===== src/rtl/lsu_pkg.sv =====
// Shared definitions for the byte-serial load/store sequencer: func3 access
// lengths, sequencer states and the length-to-byte-count mapping.
package lsu_pkg;

  localparam logic [2:0] LEN_B  = 3'b000;
  localparam logic [2:0] LEN_H  = 3'b001;
  localparam logic [2:0] LEN_W  = 3'b010;
  localparam logic [2:0] LEN_BU = 3'b100;
  localparam logic [2:0] LEN_HU = 3'b101;

  typedef enum logic [1:0] {IDLE, ACCESS, RESP} lsu_state_t;

  // Only bits [1:0] carry the size; bit 2 selects zero-extension for loads.
  function automatic logic [2:0] byte_count(input logic [2:0] len);
    case (len[1:0])
      2'b00:   return 3'd1;
      2'b01:   return 3'd2;
      default: return 3'd4;
    endcase
  endfunction

endpackage


===== src/rtl/lsu_ext.sv =====
// Load-data extender: turns an assembled little-endian 32-bit buffer into the
// architectural load result for the given func3 length.
module lsu_ext
  import lsu_pkg::*;
(
  input  logic [31:0] i_buf,
  input  logic [2:0]  i_len,
  output logic [31:0] o_data
);

  always_comb begin
    case (i_len)
      LEN_B:   o_data = {{24{i_buf[7]}}, i_buf[7:0]};
      LEN_H:   o_data = {{16{i_buf[15]}}, i_buf[15:0]};
      LEN_BU:  o_data = {24'd0, i_buf[7:0]};
      LEN_HU:  o_data = {16'd0, i_buf[15:0]};
      default: o_data = i_buf;
    endcase
  end

endmodule


===== src/rtl/lsu_byte_seq.sv =====
// Load/store sequencer: performs one request as 1, 2 or 4 little-endian byte
// transactions over a req/ack port and returns extended load data.
module lsu_byte_seq
  import lsu_pkg::*;
#(
  parameter int ADDR_W = 32
) (
  input  logic              i_clk,
  input  logic              i_reset,
  input  logic              req_vld,
  output logic              req_rdy,
  input  logic              req_wren,
  input  logic [ADDR_W-1:0] req_addr,
  input  logic [31:0]       req_wdata,
  input  logic [2:0]        req_length,
  output logic              rsp_vld,
  output logic [31:0]       rsp_rdata,
  output logic              rsp_err,
  output logic              mem_req,
  output logic              mem_we,
  output logic [ADDR_W-1:0] mem_addr,
  output logic [7:0]        mem_wdata,
  input  logic              mem_ack,
  input  logic [7:0]        mem_rdata
);

  lsu_state_t        r_state;
  lsu_state_t        w_next;
  logic              r_wren;
  logic              r_err;
  logic [ADDR_W-1:0] r_addr;
  logic [31:0]       r_wdata;
  logic [31:0]       r_buf;
  logic [2:0]        r_len;
  logic [1:0]        r_idx;
  logic              w_accept;
  logic              w_len_ok;
  logic              w_misal;
  logic              w_legal;
  logic              w_last;
  logic              w_ack;
  logic [31:0]       w_ext;

  assign w_accept = (r_state == IDLE) && req_vld;
  assign w_ack    = (r_state == ACCESS) && mem_ack;
  assign w_last   = ({1'b0, r_idx} == (byte_count(r_len) - 3'd1));

  // Request legality: length code by direction, then natural alignment.
  always_comb begin
    w_len_ok = 1'b1;
    if (req_wren) begin
      w_len_ok = (req_length[1:0] != 2'b11);
    end else begin
      w_len_ok = (req_length == LEN_B)  || (req_length == LEN_H) ||
                 (req_length == LEN_W)  || (req_length == LEN_BU) ||
                 (req_length == LEN_HU);
    end
    w_misal = 1'b0;
    case (req_length[1:0])
      2'b01:   w_misal = req_addr[0];
      2'b10:   w_misal = |req_addr[1:0];
      default: w_misal = 1'b0;
    endcase
    w_legal = w_len_ok && !w_misal;
  end

  always_ff @(posedge i_clk or posedge i_reset) begin
    if (i_reset) r_state <= IDLE;
    else         r_state <= w_next;
  end

  always_comb begin
    w_next = r_state;
    case (r_state)
      IDLE:    if (w_accept) w_next = w_legal ? ACCESS : RESP;
      ACCESS:  if (mem_ack && w_last) w_next = RESP;
      RESP:    w_next = IDLE;
      default: w_next = IDLE;
    endcase
  end

  always_ff @(posedge i_clk or posedge i_reset) begin
    if (i_reset) begin
      r_wren  <= 1'b0;
      r_err   <= 1'b0;
      r_addr  <= '0;
      r_wdata <= '0;
      r_buf   <= '0;
      r_len   <= '0;
      r_idx   <= '0;
    end else if (w_accept) begin
      r_wren  <= req_wren;
      r_err   <= !w_legal;
      r_addr  <= req_addr;
      r_wdata <= req_wdata;
      r_buf   <= '0;
      r_len   <= req_length;
      r_idx   <= '0;
    end else if (w_ack) begin
      if (!r_wren) r_buf[{r_idx, 3'b000} +: 8] <= mem_rdata;
      if (!w_last) r_idx <= r_idx + 2'd1;
    end
  end

  lsu_ext u_ext (
    .i_buf  (r_buf),
    .i_len  (r_len),
    .o_data (w_ext)
  );

  // Outputs decode registered state only, so mem_ack never reaches mem_req.
  always_comb begin
    req_rdy   = 1'b0;
    rsp_vld   = 1'b0;
    rsp_err   = 1'b0;
    rsp_rdata = '0;
    mem_req   = 1'b0;
    mem_we    = 1'b0;
    mem_addr  = '0;
    mem_wdata = '0;
    case (r_state)
      IDLE: req_rdy = 1'b1;
      ACCESS: begin
        mem_req   = 1'b1;
        mem_we    = r_wren;
        mem_addr  = r_addr + ADDR_W'(r_idx);
        mem_wdata = r_wdata[{r_idx, 3'b000} +: 8];
      end
      RESP: begin
        rsp_vld   = 1'b1;
        rsp_err   = r_err;
        rsp_rdata = (r_err || r_wren) ? 32'd0 : w_ext;
      end
      default: req_rdy = 1'b0;
    endcase
  end

endmodule


===== config.mk =====
export PLATFORM = sky130hd
export DESIGN_NAME = lsu_byte_seq
export DESIGN_NICKNAME = d
export VERILOG_FILES = /design/src/rtl/lsu_pkg.sv /design/src/rtl/lsu_ext.sv /design/src/rtl/lsu_byte_seq.sv
export SDC_FILE = /design/constraint.sdc
export NUM_CORES = 1
export LEC_CHECK = 0
export CORE_UTILIZATION = 45
export DETAILED_ROUTE_END_ITERATION = 16
export HOLD_SLACK_MARGIN = 0.06
export PLACE_DENSITY = 0.85
export SYNTH_ARGS = -nofsm -noshare
export SYNTH_HDL_FRONTEND = slang
export SYNTH_SLANG_ARGS = --single-unit

===== constraint.sdc =====
create_clock -name i_clk -period 4.49 [get_ports i_clk]
set_input_delay 0.898 -clock i_clk [delete_from_list [all_inputs] [get_ports i_clk]]
set_output_delay 0.898 -clock i_clk [all_outputs]
set_load 0.01 [all_outputs]

==> flow_metrics.py <==
metrics = {
    "setup_path": {
        "worstSetupStartpointType": "register",
        "crit_start": "r_idx[1]",
        "worstSetupPathType": "reg2out",
        "cp-end-kind": "primary output",
        "required_ns": 3.59,
        "r2r-start": "r_idx[0]",
        "cp_max_fo": 9,
        "worstPathArrival_ns": 3.26,
    },
    "final_layout": {
        "nets": 889,
        "antenna_cells": 0,
        "layout-drive-gt1-share": 0.0560,
        "syn_to_final_growth_pct": 35.0,
    },
    "synth": {
        "ys_types": 52,
        "synth_edf_count": 0,
        "ys_warn_count": 0,
        "ys.flop_type": "dfrtp_1",
        "synth_largest_area_cell": "dfrtp_1",
        "ys_seq_area_frac": 0.465,
        "syn_area_per_cell_sq_um": 8.58,
        "ys_seq_elements": 105,
        "async_flop_share": 1.00,
        "synth_cells": 659,
        "synth_area_leaders": "dfrtp_1 46%, nand2_1 15%, a21oi_1 4.1%",
        "synth_area_sq_um": 5650,
        "syn_nets": 750,
        "yosysTopAreaCellShare": 0.465,
    },
    "run_status": {
        "outcome": "completed",
    },
    "clock_tree": {
        "clk_latency_ns": 0.34,
        "cts_setup_buffers": 0,
        "cts_buffer_depth": 2,
        "cts_root_buffer": "clkbuf_16",
        "clk_pin_slew_ns": 0.08,
        "cts.sinks": 105,
        "cts_buffers": 9,
        "hold_buffers": 0,
        "htreeDepth": 3,
        "cts_tree": "yes",
        "cts_resized": 0,
    },
    "floorplanning": {
        "rows": 40,
        "die_y_um": 114,
        "placeableCoreArea_sq_um": 12100,
        "num_io_pins": 157,
        "start_util": 0.467,
        "fp.dieW_um": 114,
        "die-area_sq_um": 13000,
    },
    "route": {
        "num_vias": 5124,
        "drt_first_pass_iters": 5,
        "detail_route.iter0.violations": 359,
        "wl_per_cell_um": 15.7,
        "routed_via_density": 5.28,
        "drc": 0,
        "wl_um": 15300,
        "ant_nets": 0,
    },
    "hold_path": {
        "min_path_type": "reg2reg",
        "min-delay-start": "r_wdata[28]",
    },
    "sta": {
        "finalSetupViolations": 0,
        "rsz0062_at_grt": "no",
        "worst_clock_skew_ns": 0.0134,
        "setup_ws_ns": 0.330,
        "relSlewSlack": 0.273,
        "fmax_mhz": 240,
        "worst_pin_slew_ns": 1.09,
        "slew_viol_final": 0,
        "hold_viol_final": 0,
        "finalCritPeriodShare": 0.927,
        "fin_setup_tns_ns": 0,
        "fin_crit_ns": 4.16,
    },
    "flow_run": {
        "maxCapViolations": 0,
    },
    "grt": {
        "grt_usage": 0.244,
        "antenna_found_initial": 0,
        "overflow": 0,
        "grt_pass1_vias": 4848,
        "grt_max_degree": 88,
        "grt_pass1_wl_um": 24800,
    },
    "placement": {
        "preCtsSetupSlack_ns": 0.688,
        "port_buffers": 156,
        "gp_congestion": 0.852,
        "dpl.hpwl_um": 10900,
    },
    "pwr": {
        "leakagePower_nw": 3.31,
        "p_total_w": 0.00406,
        "peakVddDrop_v": 0.000252,
        "p_per_area_nw_per_um2": 532,
    },
}
==> flip-flops by register name (all words and copies together), names as in the netlist <==
signal	cells
r_buf	32
r_wren	1
r_err	1
r_addr	32
r_state	2
r_wdata	32
r_len	3
r_idx	2
==> layer usage <==
metal  vias to the layer above  wire (um)  global-route usage
met5                         -          0                   0
met4                         0        289              0.0840
met3                        20        849              0.0381
met2                       175       7250               0.379
met1                      2409       6880               0.350
li1                       2520          -                   -
==> cells by family (layout without fill, tap and decap cells) <==
group,count (synthesis),count (layout),share of synthesized area
and+or+nand+nor,337,337,0.278
AOI/OAI and AO/OA,117,117,0.126
DFF,105,105,0.465
buffers and inverters,65,209,0.0467
muxes,13,13,0.0410
adders and majority gates,11,11,0.0257
xor gates and xnor gates,11,11,0.0170
==> area by class of cell <==
class	count	area [sq um]
fill	1032	4480
multi-input combinational	489	2770
sequential	105	2630
timing repair buffer	165	1630
clock buffer	9	225
tap	168	210
inverter	28	108
clock inverter	7	61.3
==> through the flow <==
stage                     utilization  hold WS, ns  area [sq um]  std cells
after floorplan                     -        0.440          5650        659
after global placement          0.606        0.452          7340        955
after detailed placement        0.606        0.461          7340        955
after CTS                       0.630        0.481          7630        971
after global routing            0.630        0.503          7630        971
final                           0.630        0.476          7630        971
==> critical path, cell delays in order, from the launching register on <==
cell and delay (ns):
dfrtp_1 0.52, fa_1 0.34, nand4_2 0.21, or4_1 0.66, or4_1 0.51, a21oi_1 0.15
clkdlybuf4s50_1 0.54
==> report_power, final <==
group          internal [W]  leakage, nW  switching (W)  total, W
combinational      0.000768         1.82       0.000916   0.00168
clock              0.000388        0.144       0.000376  0.000764
sequential          0.00127         1.35       0.000340   0.00161
total               0.00243         3.31        0.00163   0.00406
==> cells in the mapped netlist, drive strengths merged (9+ instances only) <==
master / count
a21oi: 46
a22o: 24
and2: 22
clkbuf: 31
dfrtp: 105
ha: 10
inv: 28
nand2: 222
nand3: 12
nand4: 9
nor2: 19
nor4: 10
o21ai: 34
or3: 9
==> cell usage in the layout, fill, tap and decap left out, drive strengths merged, types with 2 or more instances in the layout <==
cell type	n
nand3	12
nor4	10
buf	9
dfrtp	105
nand2	222
nor2	19
nand2b	4
and4	6
and2	22
nand4	9
clkinv	3
or4b	2
nor3	4
ha	10
or4	8
inv	32
o31ai	7
xor2	3
clkbuf	9
o21ai	34
or3	9
a21oi	46
mux2i	4
nor4bb	2
a22o	24
mux4	8
xnor2	8
clkdlybuf4s50	156
==> final timing paths <==
check / endpoint / slack [ns] / cells past startpoint
max: mem_addr[22] / 0.33 / 6
min: r_wdata[28] / 0.48 / 2
max reg2reg: r_buf[4] / 2.21 / 6
min reg2reg: r_wdata[28] / 0.48 / 2
max in group asynchronous: r_wdata[23] / 2.42 / 3
min in group asynchronous: r_addr[16] / 1.19 / 2
No activity file was read; power rests on OpenSTA's default activity.
